**src/rtl/hovalaag_pkg.sv**
```systemverilog
`default_nettype none
// +----------------------------------------------------------------------+
// | Module   : hovalaag_pkg                                              |
// | Purpose  : Shared constants, instruction field positions, state and  |
// |            reason encodings for the Hovalaag run sequencer.          |
// | Revision : 1.0  initial release                                      |
// +----------------------------------------------------------------------+
package hovalaag_pkg;

  // Datapath widths of the Hovalaag core
  localparam int DATA_W  = 12;
  localparam int INSTR_W = 32;
  localparam int PC_W    = 8;

  // Instruction fields the sequencer has to look at
  localparam int A_OP_HI    = 27;
  localparam int A_OP_LO    = 26;
  localparam int IN_SEL_BIT = 13;  // 0 = IN1, 1 = IN2 when A_op selects input
  localparam int OUT_EN_BIT = 14;  // instruction produces an output word
  localparam int HALT_CMP_HI = 27; // bits [31:28] are ignored for halt detection

  localparam logic [1:0] A_OP_INPUT = 2'b11;

  // Jump-to-self with long-form immediate; low byte carries the target PC
  localparam logic [INSTR_W-1:0] NOP_BASE = 32'h0000_9000;

  typedef enum logic [1:0] {
    ST_IDLE  = 2'd0,
    ST_RUN   = 2'd1,
    ST_FLUSH = 2'd2
  } seq_state_t;

  typedef enum logic [1:0] {
    REASON_HALT   = 2'b00,
    REASON_BUDGET = 2'b01,
    REASON_STOP   = 2'b10
  } reason_t;

  // Jump-to-self word for a given program counter
  function automatic logic [INSTR_W-1:0] nop_at(input logic [PC_W-1:0] pc);
    return NOP_BASE | {{(INSTR_W-PC_W){1'b0}}, pc};
  endfunction

endpackage
`default_nettype wire

```
**src/rtl/hovalaag_sequencer_if.sv**
```systemverilog
`default_nettype none
// +----------------------------------------------------------------------+
// | Module   : hovalaag_sequencer_if                                     |
// | Purpose  : Host-side stream bundle: two input pushes into the        |
// |            sequencer and one output pop from it.                     |
// | Revision : 1.0  initial release                                      |
// +----------------------------------------------------------------------+
interface hovalaag_sequencer_if;
  import hovalaag_pkg::*;

  logic [DATA_W-1:0] in1_data;
  logic              in1_valid;
  logic              in1_ready;
  logic [DATA_W-1:0] in2_data;
  logic              in2_valid;
  logic              in2_ready;
  logic [DATA_W-1:0] out_data;
  logic              out_sel;
  logic              out_valid;
  logic              out_ready;

  // Host side: pushes inputs, pops outputs
  modport master (
    output in1_data, in1_valid,
    input  in1_ready,
    output in2_data, in2_valid,
    input  in2_ready,
    input  out_data, out_sel, out_valid,
    output out_ready
  );

  // Sequencer side
  modport slave (
    input  in1_data, in1_valid,
    output in1_ready,
    input  in2_data, in2_valid,
    output in2_ready,
    output out_data, out_sel, out_valid,
    input  out_ready
  );

endinterface
`default_nettype wire

```
**src/rtl/hovalaag_fifo.sv**
```systemverilog
`default_nettype none
// +----------------------------------------------------------------------+
// | Module   : hovalaag_fifo                                             |
// | Purpose  : Synchronous first-word-fall-through FIFO with occupancy   |
// |            count. Head reads as zero while empty. Push is refused    |
// |            when full, pop is refused when empty.                     |
// | Revision : 1.0  initial release                                      |
// +----------------------------------------------------------------------+
module hovalaag_fifo #(
  parameter int WIDTH = 12,
  parameter int DEPTH = 16
) (
  input  logic                     clk,
  input  logic                     rst,
  input  logic                     push,
  input  logic [WIDTH-1:0]         push_data,
  input  logic                     pop,
  output logic [WIDTH-1:0]         pop_data,
  output logic                     empty,
  output logic [$clog2(DEPTH):0]   count
);

  localparam int AW = $clog2(DEPTH);
  localparam logic [AW-1:0] c_ptr_one   = AW'(1);
  localparam logic [AW:0]   c_cnt_one   = (AW+1)'(1);
  localparam logic [AW:0]   c_cnt_full  = (AW+1)'(DEPTH);

  logic [WIDTH-1:0] r_mem [DEPTH];
  logic [AW-1:0]    r_wr_ptr;
  logic [AW-1:0]    r_rd_ptr;
  logic [AW:0]      r_count;

  logic w_full;
  logic w_do_push;
  logic w_do_pop;

  assign w_full    = (r_count == c_cnt_full);
  assign empty     = (r_count == '0);
  assign count     = r_count;
  assign w_do_push = push && !w_full;
  assign w_do_pop  = pop && !empty;
  assign pop_data  = empty ? '0 : r_mem[r_rd_ptr];

  // Pointer and occupancy bookkeeping
  always_ff @(posedge clk or posedge rst) begin
    if (rst) begin
      r_wr_ptr <= '0;
      r_rd_ptr <= '0;
      r_count  <= '0;
    end else begin
      if (w_do_push) r_wr_ptr <= r_wr_ptr + c_ptr_one;
      if (w_do_pop)  r_rd_ptr <= r_rd_ptr + c_ptr_one;
      case ({w_do_push, w_do_pop})
        2'b10:   r_count <= r_count + c_cnt_one;
        2'b01:   r_count <= r_count - c_cnt_one;
        default: r_count <= r_count;
      endcase
    end
  end

  // Storage array; contents are don't-care until written
  always_ff @(posedge clk) begin
    if (w_do_push) r_mem[r_wr_ptr] <= push_data;
  end

endmodule
`default_nettype wire

```
**src/rtl/hovalaag_sequencer.sv**
```systemverilog
`default_nettype none
// +----------------------------------------------------------------------+
// | Module   : hovalaag_sequencer                                        |
// | Purpose  : Run controller around one Hovalaag core. Buffers the two  |
// |            input streams and the output stream, holds the core in    |
// |            reset while idle, stalls it with a jump-to-self NOP when  |
// |            I/O cannot proceed, and ends runs on halt, budget or stop.|
// | Revision : 1.0  initial release                                      |
// +----------------------------------------------------------------------+
module hovalaag_sequencer
  import hovalaag_pkg::*;
#(
  parameter int IN_DEPTH  = 16,
  parameter int OUT_DEPTH = 16,
  parameter int CNT_W     = 16
) (
  input  logic                clk,
  input  logic                rst,
  input  logic                start,
  input  logic                stop,
  input  logic [CNT_W-1:0]    max_instr,
  output logic                busy,
  output logic                done,
  output logic [1:0]          reason,
  output logic [CNT_W-1:0]    instr_count,
  output logic [CNT_W-1:0]    stall_count,
  hovalaag_sequencer_if.slave host,
  input  logic [INSTR_W-1:0]  mem_instr,
  input  logic [PC_W-1:0]     cpu_pc,
  output logic [INSTR_W-1:0]  cpu_instr,
  output logic                cpu_rst,
  output logic [DATA_W-1:0]   cpu_in1,
  output logic [DATA_W-1:0]   cpu_in2,
  input  logic                cpu_in1_adv,
  input  logic                cpu_in2_adv,
  input  logic [DATA_W-1:0]   cpu_out,
  input  logic                cpu_out_valid,
  input  logic                cpu_out_select
);

  localparam int IN_AW  = $clog2(IN_DEPTH);
  localparam int OUT_AW = $clog2(OUT_DEPTH);

  localparam logic [IN_AW:0]   c_in_full   = (IN_AW+1)'(IN_DEPTH);
  localparam logic [OUT_AW:0]  c_out_depth = (OUT_AW+1)'(OUT_DEPTH);
  localparam logic [OUT_AW:0]  c_out_one   = (OUT_AW+1)'(1);
  localparam logic [CNT_W-1:0] c_cnt_one   = CNT_W'(1);
  localparam logic [CNT_W-1:0] c_cnt_max   = {CNT_W{1'b1}};

  // --------------------------------------------------------------------
  // State
  // --------------------------------------------------------------------
  seq_state_t       r_state;
  seq_state_t       w_state_next;
  reason_t          r_reason;
  reason_t          w_reason_code;
  logic [CNT_W-1:0] r_instr_count;
  logic [CNT_W-1:0] r_stall_count;
  logic [CNT_W-1:0] r_budget;
  logic             r_done;

  // --------------------------------------------------------------------
  // FIFO side signals
  // --------------------------------------------------------------------
  logic              w_in1_empty;
  logic              w_in2_empty;
  logic [IN_AW:0]    w_in1_count;
  logic [IN_AW:0]    w_in2_count;
  logic              w_out_empty;
  logic [OUT_AW:0]   w_out_count;
  logic [DATA_W:0]   w_out_head;
  logic              w_out_push;

  // --------------------------------------------------------------------
  // Decode / control
  // --------------------------------------------------------------------
  logic              w_a_from_input;
  logic              w_need_in1;
  logic              w_need_in2;
  logic              w_need_out;
  logic [OUT_AW:0]   w_out_free;
  logic [OUT_AW:0]   w_out_need;
  logic              w_stall;
  logic              w_is_halt;
  logic              w_budget_hit;
  logic [INSTR_W-1:0] w_nop;
  logic              w_issue;
  logic              w_stall_cycle;
  logic              w_end_run;
  logic              w_start_run;

  // Input FIFO 1: host push, core consume
  hovalaag_fifo #(
    .WIDTH (DATA_W),
    .DEPTH (IN_DEPTH)
  ) u_in1_fifo (
    .clk       (clk),
    .rst       (rst),
    .push      (host.in1_valid),
    .push_data (host.in1_data),
    .pop       (cpu_in1_adv),
    .pop_data  (cpu_in1),
    .empty     (w_in1_empty),
    .count     (w_in1_count)
  );

  // Input FIFO 2: host push, core consume
  hovalaag_fifo #(
    .WIDTH (DATA_W),
    .DEPTH (IN_DEPTH)
  ) u_in2_fifo (
    .clk       (clk),
    .rst       (rst),
    .push      (host.in2_valid),
    .push_data (host.in2_data),
    .pop       (cpu_in2_adv),
    .pop_data  (cpu_in2),
    .empty     (w_in2_empty),
    .count     (w_in2_count)
  );

  // Output FIFO entries carry the select bit above the data word
  hovalaag_fifo #(
    .WIDTH (DATA_W + 1),
    .DEPTH (OUT_DEPTH)
  ) u_out_fifo (
    .clk       (clk),
    .rst       (rst),
    .push      (w_out_push),
    .push_data ({cpu_out_select, cpu_out}),
    .pop       (host.out_ready),
    .pop_data  (w_out_head),
    .empty     (w_out_empty),
    .count     (w_out_count)
  );

  assign host.in1_ready = (w_in1_count != c_in_full);
  assign host.in2_ready = (w_in2_count != c_in_full);
  assign host.out_data  = w_out_head[DATA_W-1:0];
  assign host.out_sel   = w_out_head[DATA_W];
  assign host.out_valid = !w_out_empty;

  // Trailing core output is still captured in FLUSH; IDLE output is noise
  // from a core held in reset.
  assign w_out_push = cpu_out_valid && (r_state != ST_IDLE);

  // I/O requirements of the instruction at the current PC
  assign w_a_from_input = (mem_instr[A_OP_HI:A_OP_LO] == A_OP_INPUT);
  assign w_need_in1     = w_a_from_input && !mem_instr[IN_SEL_BIT];
  assign w_need_in2     = w_a_from_input &&  mem_instr[IN_SEL_BIT];
  assign w_need_out     = mem_instr[OUT_EN_BIT];

  // An OUT instruction needs room for its own word plus any word the core
  // is emitting right now. A simultaneous host pop is not credited.
  assign w_out_free = c_out_depth - w_out_count;
  assign w_out_need = c_out_one + (OUT_AW+1)'(cpu_out_valid);

  assign w_stall = (w_need_in1 && w_in1_empty) ||
                   (w_need_in2 && w_in2_empty) ||
                   (w_need_out && (w_out_free < w_out_need));

  assign w_nop        = nop_at(cpu_pc);
  assign w_is_halt    = (mem_instr[HALT_CMP_HI:0] == w_nop[HALT_CMP_HI:0]);
  assign w_budget_hit = (r_budget != '0) && (r_instr_count == r_budget);
  assign w_start_run  = (r_state == ST_IDLE) && start;

  // Next-state and per-cycle issue decisions
  always_comb begin
    w_state_next  = r_state;
    w_reason_code = REASON_HALT;
    w_issue       = 1'b0;
    w_stall_cycle = 1'b0;
    w_end_run     = 1'b0;
    case (r_state)
      ST_IDLE: begin
        if (start) w_state_next = ST_RUN;
      end
      ST_RUN: begin
        if (stop) begin
          w_state_next  = ST_FLUSH;
          w_reason_code = REASON_STOP;
          w_end_run     = 1'b1;
        end else if (w_budget_hit) begin
          w_state_next  = ST_FLUSH;
          w_reason_code = REASON_BUDGET;
          w_end_run     = 1'b1;
        end else if (w_stall) begin
          w_stall_cycle = 1'b1;
        end else begin
          w_issue = 1'b1;
          if (w_is_halt) begin
            w_state_next  = ST_FLUSH;
            w_reason_code = REASON_HALT;
            w_end_run     = 1'b1;
          end
        end
      end
      ST_FLUSH: begin
        w_state_next = ST_IDLE;
      end
      default: begin
        w_state_next = ST_IDLE;
      end
    endcase
  end

  // State register
  always_ff @(posedge clk or posedge rst) begin
    if (rst) r_state <= ST_IDLE;
    else     r_state <= w_state_next;
  end

  // Run counters, budget latch, end reason and completion pulse
  always_ff @(posedge clk or posedge rst) begin
    if (rst) begin
      r_instr_count <= '0;
      r_stall_count <= '0;
      r_budget      <= '0;
      r_reason      <= REASON_HALT;
      r_done        <= 1'b0;
    end else begin
      r_done <= (r_state == ST_FLUSH);
      if (w_start_run) begin
        r_instr_count <= '0;
        r_stall_count <= '0;
        r_budget      <= max_instr;
        r_reason      <= REASON_HALT;
      end
      if (w_issue) r_instr_count <= r_instr_count + c_cnt_one;
      if (w_stall_cycle && (r_stall_count != c_cnt_max))
        r_stall_count <= r_stall_count + c_cnt_one;
      if (w_end_run) r_reason <= w_reason_code;
    end
  end

  assign cpu_instr   = w_issue ? mem_instr : w_nop;
  assign cpu_rst     = (r_state == ST_IDLE);
  assign busy        = (r_state != ST_IDLE);
  assign done        = r_done;
  assign reason      = r_reason;
  assign instr_count = r_instr_count;
  assign stall_count = r_stall_count;

endmodule
`default_nettype wire

```
**src/flat_wrapper.sv**
```systemverilog
// flat-port wrapper written by rule: the top's interface ports become plain ports
module hovalaag_sequencer_flat import hovalaag_pkg::*;
#(
  parameter int IN_DEPTH  = 16,
  parameter int OUT_DEPTH = 16,
  parameter int CNT_W     = 16
)
  (clk, rst, start, stop, max_instr, busy, done, reason, instr_count, stall_count, mem_instr, cpu_pc, cpu_instr, cpu_rst, cpu_in1, cpu_in2, cpu_in1_adv, cpu_in2_adv, cpu_out, cpu_out_valid, cpu_out_select, host_in1_data, host_in1_valid, host_in1_ready, host_in2_data, host_in2_valid, host_in2_ready, host_out_data, host_out_sel, host_out_valid, host_out_ready);
  hovalaag_sequencer_if host_i ();
  input  logic clk;
  input  logic rst;
  input  logic start;
  input  logic stop;
  input  logic [CNT_W-1:0] max_instr;
  output logic busy;
  output logic done;
  output logic [1:0] reason;
  output logic [CNT_W-1:0] instr_count;
  output logic [CNT_W-1:0] stall_count;
  input  logic [INSTR_W-1:0] mem_instr;
  input  logic [PC_W-1:0] cpu_pc;
  output logic [INSTR_W-1:0] cpu_instr;
  output logic cpu_rst;
  output logic [DATA_W-1:0] cpu_in1;
  output logic [DATA_W-1:0] cpu_in2;
  input  logic cpu_in1_adv;
  input  logic cpu_in2_adv;
  input  logic [DATA_W-1:0] cpu_out;
  input  logic cpu_out_valid;
  input  logic cpu_out_select;
  input wire logic [$bits(host_i.in1_data)-1:0] host_in1_data;
  input wire logic [$bits(host_i.in1_valid)-1:0] host_in1_valid;
  output wire logic [$bits(host_i.in1_ready)-1:0] host_in1_ready;
  input wire logic [$bits(host_i.in2_data)-1:0] host_in2_data;
  input wire logic [$bits(host_i.in2_valid)-1:0] host_in2_valid;
  output wire logic [$bits(host_i.in2_ready)-1:0] host_in2_ready;
  output wire logic [$bits(host_i.out_data)-1:0] host_out_data;
  output wire logic [$bits(host_i.out_sel)-1:0] host_out_sel;
  output wire logic [$bits(host_i.out_valid)-1:0] host_out_valid;
  input wire logic [$bits(host_i.out_ready)-1:0] host_out_ready;
  assign host_i.in1_data = host_in1_data;
  assign host_i.in1_valid = host_in1_valid;
  assign host_in1_ready = host_i.in1_ready;
  assign host_i.in2_data = host_in2_data;
  assign host_i.in2_valid = host_in2_valid;
  assign host_in2_ready = host_i.in2_ready;
  assign host_out_data = host_i.out_data;
  assign host_out_sel = host_i.out_sel;
  assign host_out_valid = host_i.out_valid;
  assign host_i.out_ready = host_out_ready;
  hovalaag_sequencer #(.IN_DEPTH(IN_DEPTH), .OUT_DEPTH(OUT_DEPTH), .CNT_W(CNT_W)) u_core (.clk(clk), .rst(rst), .start(start), .stop(stop), .max_instr(max_instr), .busy(busy), .done(done), .reason(reason), .instr_count(instr_count), .stall_count(stall_count), .host(host_i), .mem_instr(mem_instr), .cpu_pc(cpu_pc), .cpu_instr(cpu_instr), .cpu_rst(cpu_rst), .cpu_in1(cpu_in1), .cpu_in2(cpu_in2), .cpu_in1_adv(cpu_in1_adv), .cpu_in2_adv(cpu_in2_adv), .cpu_out(cpu_out), .cpu_out_valid(cpu_out_valid), .cpu_out_select(cpu_out_select));
endmodule
```
**config.mk**
```make
export PLATFORM = sky130hd
export DESIGN_NAME = hovalaag_sequencer_flat
export DESIGN_NICKNAME = d
export VERILOG_FILES = /design/src/rtl/hovalaag_pkg.sv /design/src/rtl/hovalaag_sequencer_if.sv /design/src/rtl/hovalaag_fifo.sv /design/src/rtl/hovalaag_sequencer.sv /design/src/flat_wrapper.sv
export SDC_FILE = /design/constraint.sdc
export NUM_CORES = 1
export LEC_CHECK = 0
export ABC_AREA = 1
export BUFFER_PORTS_ARGS = -buffer_cell sky130_fd_sc_hd__buf_4
export CORE_MARGIN = 2
export CORE_UTILIZATION = 50
export CTS_CLUSTER_DIAMETER = 30
export DETAILED_ROUTE_END_ITERATION = 12
export PLACE_DENSITY = 0.74
export SYNTH_ARGS = -nofsm -noshare
export SYNTH_HDL_FRONTEND = slang
export SYNTH_SLANG_ARGS = --single-unit
```
**constraint.sdc**
```tcl
create_clock -name clk -period 4.4 [get_ports clk]
set_clock_uncertainty 0.05 [all_clocks]
set_input_delay 0.88 -clock clk [delete_from_list [all_inputs] [get_ports clk]]
set_output_delay 0.88 -clock clk [all_outputs]
set_load 0.02 [all_outputs]
```
### Word level (Yosys, flattened, before mapping)

Memory sizes are Yosys's and may differ from the RTL's.
Index checks and enable logic that the tools add are counted.

* output and inout port bits: 109
* word-level logic and storage cells: 132
* input bits: 103
* flip-flop bits (word level): 92
* memories: 3
* memory bits (writable): 592

* eq/ne operators: 20
* multiplexer cells: 40
* add/subtract/negate cells: 16
* $lt $le $gt $ge: 1
* reductions and logical operators: 37

Memories
* u_core.u_out_fifo.r_mem: words 16, width 13, read ports 1, clocked after Yosys merged registers in 0, write ports 1, line hovalaag_fifo.sv:28 `logic [WIDTH-1:0] r_mem [DEPTH];`
* u_core.u_in1_fifo.r_mem: words 16, width 12, read ports 1, clocked after Yosys merged registers in 0, write ports 1, line hovalaag_fifo.sv:28
* u_core.u_in2_fifo.r_mem: words 16, width 12, read ports 1, clocked after Yosys merged registers in 0, write ports 1, line hovalaag_fifo.sv:28

Operator list (count)
* $mux W16: 3
* $add A16 B1 Y16 const B: 2
* $mux W32: 1
* $pmux W5 S2: 3
* $eq A28 B16 Y1: 1
* $add A4 B1 Y4 const B: 6
* $mux W12: 2
* $mux W1: 20
* $mux W2: 9
* $eq A16 B16 Y1: 1
* $ne A16 B16 Y1 const B: 1
* $reduce_bool A16 Y1: 1
* $add A5 B1 Y5 const B: 3
* $eq A5 B5 Y1 const B: 3
* $logic_and A1 B1 Y1: 15
* $logic_not A5 Y1: 3
* $sub A5 B1 Y5 const B: 3
* $reduce_bool A2 Y1: 7
* $mux W13: 1
* $eq A2 B2 Y1 const B: 5
* $ne A5 B5 Y1 const B: 2
* $eq A2 B1 Y1 const B: 4
* $logic_not A1 Y1: 7
* $lt A5 B5 Y1: 1
* other kinds (9): 10

### Logic depth before layout (Yosys ltp)

Gate-level depths: netlist (run 1).

* depth in word-level cells: 11
* depth in mapped cells: 17
* depth with buffers taken out: 17

### Cells and area by module

From an unflattened synthesis (run 1), not the netlist that was laid out.

* cell total of the unflattened synthesis: 2889
* area, all modules: 30306.6 um^2

By module, submodules not included
* hovalaag_fifo at u_core.u_in1_fifo ...: sequential area each 6090.8 um^2, cells an instance 755, instances 2, area each 8633.3 um^2
* hovalaag_fifo at u_core.u_out_fifo: sequential area each 6571.3 um^2, cells an instance 806, instances 1, area each 9252.6 um^2
* hovalaag_sequencer: sequential area each 1326.3 um^2, cells an instance 573, instances 1, area each 3787.4 um^2

### Worst setup path before layout (run 1)

OpenSTA, ideal clock, no wires.

* path kind: reg-to-output
* start point: reg u_core.u_out_fifo.r_count[0], in the netlist u_core.u_out_fifo.count[0]
* end point: out cpu_instr[0]
* required time: 3470 ps
* data arrival time: 2242 ps
* path buffers: 1
* stages on the path, launching flop included: 16
* slack: 1228 ps
* cells stage by stage: dfrtp_1 inv_1 ha_1 inv_1 nor3_1 ha_1 nand2_1 nor2_1 nand3_1 nor2_1 nand2_1 nand2_1 inv_1 nand3_2 buf_2 o21ai_0

* longest elaborated chain between the ends: 9

Ends and longest elaborated chain
* start, declared: line hovalaag_fifo.sv:31 `logic [AW:0] r_count;`
* start signal, assigned: line hovalaag_fifo.sv:54 `2'b10: r_count <= r_count + c_cnt_one;`
* start signal, assigned: line hovalaag_fifo.sv:55 `2'b01: r_count <= r_count - c_cnt_one;`
* start signal, assigned: line hovalaag_fifo.sv:56 `default: r_count <= r_count;`
* $sub A5 B5 Y5: line hovalaag_sequencer.sv:155 `assign w_out_free = c_out_depth - w_out_count;`
* $lt A5 B5 Y1: line hovalaag_sequencer.sv:160 `(w_need_out && (w_out_free < w_out_need));`
* $logic_and A1 B1 Y1: line hovalaag_sequencer.sv:160
* $logic_or A1 B1 Y1: line hovalaag_sequencer.sv:159 `(w_need_in2 && w_in2_empty) ||`
* $mux W1: line hovalaag_sequencer.sv:187 `end else if (w_stall) begin`
* $mux W1: line hovalaag_sequencer.sv:183 `end else if (w_budget_hit) begin`
* $mux W1: line hovalaag_sequencer.sv:179 `if (stop) begin`
* $mux W1: line hovalaag_sequencer.sv:174 `case (r_state)`
* $mux W32: line hovalaag_sequencer.sv:236 `assign cpu_instr = w_issue ? mem_instr : w_nop;`
* end, declared: line flat_wrapper.sv:22 `output logic [INSTR_W-1:0] cpu_instr;`

Every way passes these cells.

### Final worst setup path (run 1)

* start point: reg u_core.u_in1_fifo.r_rd_ptr[1]
* end point: out cpu_in1[9]

* longest elaborated chain between the ends: 2

Ends and longest elaborated chain
* start, declared: line hovalaag_fifo.sv:30 `logic [AW-1:0] r_rd_ptr;`
* start signal, assigned: line hovalaag_fifo.sv:52 `if (w_do_pop) r_rd_ptr <= r_rd_ptr + c_ptr_one;`
* $mem_v2 Z16 W12
* $mux W12: line hovalaag_fifo.sv:42 `assign pop_data = empty ? '0 : r_mem[r_rd_ptr];`
* end, declared: line flat_wrapper.sv:24 `output logic [DATA_W-1:0] cpu_in1;`

Every way passes these cells.

==> summary.md, run 1 <==
| Metric | Value |
|---|---|
| Cell taking the most area after synthesis | edfxtp_1 |
| Placed cell count | 3,366 |
| Vias in the first global route | 20,600 |
| Layout cell share with drive strength beyond 1 | 0.191 |
| Final period utilization | 0.949 |
| Req. time, crit path | 3470 ps |
| Core area | 57,400 µm² |
| Drt pass-1 iters | 6 |
| Fin cells | 3,618 |
| Fin Setup TNS | 0 ps |
| Crit path cell chain | buf_4 > o21ai_0 > o221ai_1 > nand3_1 > a21oi_1 > buf_4 |
| WL met2 | 37,700 µm |
| CP Class | reg -> out |
| Minimum clock period | 4170 ps |
| Clock slew at reported path FFs | ~50 ps |
| Sequential fraction of the synthesis area | 0.696 |
| Clock sink count | about 680 |
| TritonCTS Buffers | approximately 140 |
| Post-synth top area share | 0.616 |
| Synthesized flop and latch total | around 680 |
| CTS tree | yes |
| DP HPWL | 44,800 µm |
| Die span in x | 244 µm |
| Most common cell in the netlist | edfxtp_1 |
| Synthesized area | 28,800 µm² |
| # hold bufs at CTS | 0 |
| Critical Path End Type | output port |
| First-pass GRT wire length | 116,000 µm |
| Max_cap viols | 0 |
| Post-synth EDFFs | 592 |
| Cell mode on critical path | buf_4 |
| Clk buf depth | 3 |
| H-tree levels | 4 |
| Most instantiated cells after synthesis | edfxtp_1 (592), nor2_1 (463), o21ai_0 (344) |
| Slowest cell on crit path | dfrtp_1 |
| Largest net degree at the start of global routing | around 110 |
| M1 wire length | a little under 30,000 µm |
| Routed Antenna Nets | 0 |
| Status | complete, no violations |
| Peak VDD IR | 0.000728 V |
| Main synth FF type | edfxtp_1 |
| Crit path max fanout | 28 |
| Asr flop ratio synth | 0.135 |
| Avg WL per Cell | 21.0 µm |
| DRC viols | 0 |
| Via density | 5.79 |
| Final net count | 2,880 |
| Mapped Cells | 2,445 |
| Power Density | 738 nW/µm² |
| Top Layer Used | met5 |
| Root Buffer | clkbuf_16 |
| Post-route cell area | ~36,000 µm² |
| WL met3 | 6300 µm |
| Largest cells by area after synthesis | edfxtp_1 (62%), dfrtp_1 (8.0%), nor2_1 (6.0%) |
| Die area | about 60,000 µm² |
| Initial DRC count | around 2,100 |
| Avg Cell Area, Syn | roughly 12 µm² |
| Max_slew headroom | 0.298 |
| Register-to-Register Setup Slack | around 1100 ps |
| I/O Buffers | 211 |
| Die height | 244 µm |
| Initial Util | 0.503 |
| Syn Nets | 2,584 |
| Worst-Margin Slew | about 1100 ps |
| Worst Slack Setup Final | between 200 and 250 ps |
| Final setup viols | 0 |
| Global Route Usage Sum | 0.254 |
| Top Ports | 212 |
| Final Hold Fails | 0 |
| Worst hold path type | in -> async |
| Fmax | 240 MHz |
| Pre-CTS worst setup slack | 613 ps |
| Final GP Congestion | between 0.9 and 1 |
| CP Launch Type | flop |
| Clock Latency Late Sink | 700 ps |
| Cell family with most CP delay | flip-flops |
| Crit-path max cell delay | between 900 and 1000 ps |
| Cell Area, Placed | 31,500 µm² |
| Vias | 20,900 |
| Row count | 88 |
| Final Slew Violations | 0 |
| Yosys warning count | 0 |
| Initial antenna violation count | 1 |
| GR Overflow Total | 0 |
| WP data arrival | 3240 ps |
| # diodes | 0 |
| Final WL | 76,000 µm |
| Unrepaired setup endpoints after global routing | no |
| Leakage power | 13.7 nW |
| Distinct cells, synth | 38 |
| Buf/Inv on CP | 2 |
| Syn-to-layout area delta | 26.0% |
## power by group
part / switching, mW / leakage, nW / internal (mW)
clock: 3.41 / 2.33 / 7.16
combinational: 5.42 / 4.90 / 2.57
sequential: 0.403 / 6.48 / 7.84
## through the flow
stage | util | hold WS (ps) | power [mW]
floorplan | - | 372 | 13.2
global placement | 0.549 | 383 | 15.9
detailed placement | 0.549 | 391 | 16.1
CTS | 0.633 | 296 | 26.8
global route | 0.634 | 334 | 28.0
finish | 0.634 | 335 | 26.8
## cells by family after synthesis
| kind of cell | share of synthesized area |
|---|---|
| DFF | 0.696 |
| muxes | 0.000390 |
| xor gates and xnor gates | 0.0167 |
| AOI/OAI and AO/OA | 0.118 |
| adders and majority gates | 0.0164 |
| and+or+nand+nor | 0.114 |
| buffers and inverters | 0.0383 |
## per-layer routing
metal / GRT usage / up-vias
li1: - / 9454
met1: 0.327 / 10300
met2: 0.416 / 1033
met3: 0.0522 / 183
met4: 0.121 / 2
met5: 0 / -
## state kept, by name, summed over array words and instances (netlist names), 5 cells and up
register and count:
u_core.u_in1_fifo.count 5, u_core.u_out_fifo.r_mem 208, u_core.stall_count 16, u_core.u_out_fifo.count 5, u_core.u_in2_fifo.r_mem 192, u_core.instr_count 16
u_core.r_budget 16, u_core.u_in1_fifo.r_mem 192, u_core.u_in2_fifo.count 5
## final timing paths
check,start,to,cells after the start
worst max-delay path,u_core.u_in1_fifo.r_rd_ptr[1],cpu_in1[9],6
worst min-delay path,rst,u_core.r_state[0],2
worst max register to register,u_core.u_out_fifo.count[0],u_core.u_out_fifo.r_mem[3][3],9
worst min register to register,u_core.r_state[0],u_core.done,1
max in group asynchronous,rst,u_core.instr_count[9],3
min in group clk,stop,u_core.reason[1],3
## layout by cell type, fill, tap and decap left out, types with 10 or more instances in the layout
cell type | Yosys | layout
nand4_1 | 20 | 20
edfxtp_1 | 592 | 592
o22ai_1 | 45 | 45
ha_1 | 33 | 33
nor2_1 | 463 | 463
xor2_1 | 45 | 45
clkbuf_16 | 0 | 139
buf_4 | 2 | 290
clkbuf_1 | 108 | 12
bufinv_16 | 0 | 21
clkinv_1 | 3 | 15
o21ai_0 | 344 | 344
o211ai_1 | 15 | 15
nand2_1 | 196 | 195
xnor2_1 | 10 | 10
inv_1 | 132 | 130
clkinv_2 | 0 | 20
a21oi_1 | 64 | 64
dfrtp_1 | 92 | 89
clkinv_4 | 0 | 14
nand3_1 | 106 | 106
o221ai_1 | 103 | 103
## final cells by class
cell class | count | area, µm²
Clock inverter | 90 | 1170
Inverter | 141 | 532
Timing Repair Buffer | 296 | 2290
Sequential cell | 684 | 20100
Clock buffer | 159 | 3630
Tap cell | 765 | 957
Multi-Input combinational cell | 1483 | 7680
Fill cell | 4166 | 21000
## what timing repair did
action                                  4_1_cts  5_1_grt
pin swaps                                     0        1
cloned                                        0        1
endpoints found under the setup margin       12       18
gates resized for setup                       1        5
setup buffers                                 0        2
Note: power is estimated with default switching activity, not from simulation.
==> run 2: changes to the inputs <==
--- a/config.mk
+++ b/config.mk
@@ -8,10 +8,10 @@
 export ABC_AREA = 1
 export BUFFER_PORTS_ARGS = -buffer_cell sky130_fd_sc_hd__buf_4
 export CORE_MARGIN = 2
-export CORE_UTILIZATION = 50
+export CORE_UTILIZATION = 51
 export CTS_CLUSTER_DIAMETER = 30
 export DETAILED_ROUTE_END_ITERATION = 12
-export PLACE_DENSITY = 0.74
+export PLACE_DENSITY = 0.75
 export SYNTH_ARGS = -nofsm -noshare
 export SYNTH_HDL_FRONTEND = slang
 export SYNTH_SLANG_ARGS = --single-unit
==> run 2 against run 1 <==
  * Count of clock-buffer cells in the layout rose by 5
  * Register-to-register slack lost 40 ps
  * Sequential share of layout area grew 0.52 points
  * Sequential cell count did not move
  * Power shrank 2.3%
  * Final cell count fell by 0.55%
  * Core utilization is 0.74 points higher
  * Combinational power fell by 2%
  * Worst setup slack better by 31 ps
  * Worst hold slack better by 30 ps
  * Critical endpoint is now cpu_instr[15]
==> summary.md, run 2 (synthesis results as in run 1) <==
| Metric | Value |
|---|---|
| Status | complete, no violations |
| DP HPWL | 43,000 µm (-4.0%) |
| Top Layer Used | met4 |
| Die area | 58,500 µm² (-1.9%) |
| Initial antenna violation count | 0 (-1) |
| Vias in the first global route | 21,100 (+2.1%) |
| Top Ports | 212 (unchanged) |
| Leakage power | 13.5 nW (-1.3%) |
| Row count | 87 (-1.1%) |
| # diodes | 0 (unchanged) |
| Initial DRC count | 2,272 (+8.9%) |
| Peak VDD IR | 0.000501 V (-31%) |
| Clock sink count | 684 (unchanged) |
| Syn-to-layout area delta | 24.9% |
| Drt pass-1 iters | 6 (unchanged) |
| CTS tree | yes |
| WP data arrival | 3210 ps (-30 ps) |
| Commonest non-fill, non-tap cell in the layout | edfxtp_1 |
| DRC viols | 0 (unchanged) |
| Avg WL per Cell | 20.9 µm (-0.37%) |
| Routed Antenna Nets | 0 (unchanged) |
| Power Density | 728 nW/µm² (-1.3%) |
| Max_slew headroom | 0.187 (-0.110) |
| Final Slew Violations | 0 (unchanged) |
| Most flops, register | u_core.u_out_fifo.r_mem |
| Slowest cell on crit path | dfrtp_1 |
| Register-to-Register Setup Slack | 1050 ps (-40 ps) |
| M1 wire length | 29,800 µm (+1.3%) |
| CP Class | reg -> out |
| Critical Path End Type | output port |
| Clk buf depth | 3 (unchanged) |
| Final net count | 2,872 (-0.28%) |
| Minimum clock period | 4140 ps (-31.4 ps) |
| Cell family with most CP delay | simple AND/OR/NAND/NOR gates |
| Global Route Usage Sum | 0.254 (about the same) |
| H-tree levels | 4 (unchanged) |
| Max reg flops | 208 (unchanged) |
| Req. time, crit path | 3470 ps (about the same) |
| First-pass GRT wire length | 116,000 µm (+0.23%) |
| Final WL | 75,300 µm (-0.93%) |
| Die height | 242 µm (-0.97%) |
| Most frequent cells in the layout | edfxtp_1 (592), nor2_1 (463), o21ai_0 (344), buf_4 (285), nand2_1 (195) |
| Final setup viols | 0 (unchanged) |
| Postcts setup bufs | 0 (unchanged) |
| Clock Latency Late Sink | 700 ps (about the same) |
| Fmax | 241 MHz (+0.76%) |
| WL met3 | 6230 µm (-1.2%) |
| Worst-Margin Slew | 1210 ps (+162 ps) |
| Die span in x | 242 µm (-0.97%) |
| Final GP Congestion | 0.880 (-7.5%) |
| GR Overflow Total | 0 (unchanged) |
| Via density | 5.85 (+1.2%) |
| Largest net degree at the start of global routing | 99 (-7.5%) |
| Crit path max fanout | 16 (-43%) |
| Root Buffer | clkbuf_16 |
| Post-layout util | 0.641 (+0.00741) |
| Final Hold Fails | 0 (unchanged) |
| FILL cells | 4,082 (-2.0%) |
| I/O Buffers | 211 (unchanged) |
| Final period utilization | 0.942 (-0.00715) |
| Largest registers | u_core.u_out_fifo.r_mem x208, u_core.u_in1_fifo.r_mem x192, u_core.u_in2_fifo.r_mem x192 |
| Hold_ws | 366 ps (+30.3 ps) |
| Unrepaired setup endpoints after global routing | no |
| FF+latch area | 20,100 µm² (unchanged) |
| Area taken by multi-input logic gates | 7680 µm² (unchanged) |
| Layout cell share with drive strength beyond 1 | 0.184 (-0.00700) |
| Clock slew at reported path FFs | 40 ps (about the same) |
| Buf/Inv on CP | 5 (+3) |
| CP Launch Type | flop |
| WL met2 | 37,200 µm (-1.4%) |
| Core area | 56,200 µm² (-2.1%) |
| TritonCTS Buffers | 135 (unchanged) |
| Fin Setup TNS | 0 ps (unchanged) |
| Crit-path max cell delay | 410 ps (-540 ps) |
| Crit path cell chain | inv_1 > ha_1 > inv_1 > nor3_2 > ha_1 > nand2_1 > nor2_1 > nand3_1 > nor2_1 > nand2_1 > nand2_1 > inv_1 > nand3_4 > buf_6 > or2_2 > buf_4 |
| Worst hold path type | in -> reg |
| Max_cap viols | 0 (unchanged) |
| Total power | 26.2 mW (-2.3%) |
| Vias | 21,100 (+0.62%) |
| Initial Util | 0.513 (+0.0107) |
[run 2: layout make-up]
class                           instances  share of cell area
Clock buffer                          164               0.100
Tap cell                              756              0.0263
Multi-Input combinational cell       1483               0.213
Clock inverter                         82              0.0268
Timing Repair Buffer                  288              0.0609
Sequential cell                       684               0.558
Inverter                              141              0.0148
[run 2: final timing paths]
check | startpoint | endpoint | cells past startpoint
max in group asynchronous | rst | u_core.u_out_fifo.r_wr_ptr[3] | 3
worst min-delay path | stop | u_core.reason[1] | 3
worst max register to register | u_core.u_out_fifo.count[0] | u_core.u_out_fifo.count[4] | 18
worst max-delay path | u_core.u_out_fifo.count[0] | cpu_instr[15] | 16
min in group asynchronous | rst | u_core.u_in1_fifo.count[4] | 2
worst min register to register | u_core.u_in1_fifo.count[4] | u_core.u_in1_fifo.count[4] | 1
[run 2: stage by stage]
stage,setup WS (ps),area (µm²),cells
after floorplan,1080,28800,2445
after global placement,717,31400,3351
after detailed placement,646,31400,3351
after CTS,58.3,36000,3597
after global routing,53.4,36000,3598
final,257,36000,3598
[run 2: report_power, final]
part	total, mW	switching, mW	internal, mW
logic	7.81	5.31	2.50
clock network	10.1	3.42	6.69
registers	8.28	0.439	7.84
total	26.2	9.17	17.0
[run 2: routing by layer]
layer  global-route usage  vias to the layer above
li1                     -                     9419
met1                0.335                    10400
met2                0.418                     1095
met3               0.0511                      169
met4               0.0999                        0
met5                    0                        -
[run 2: repair_timing]
action / CTS / global route
resized for setup: 1 / 2
gates cloned: 0 / 1
hold endpoints to repair: 0 / 0
endpoints found under the setup margin: 1 / 4
hold buffers: 0 / 0
[run 2: tightest hold or removal path: stages]
cell     delay, ps
buf_4           90
nand2_1         40
nand2_1         60
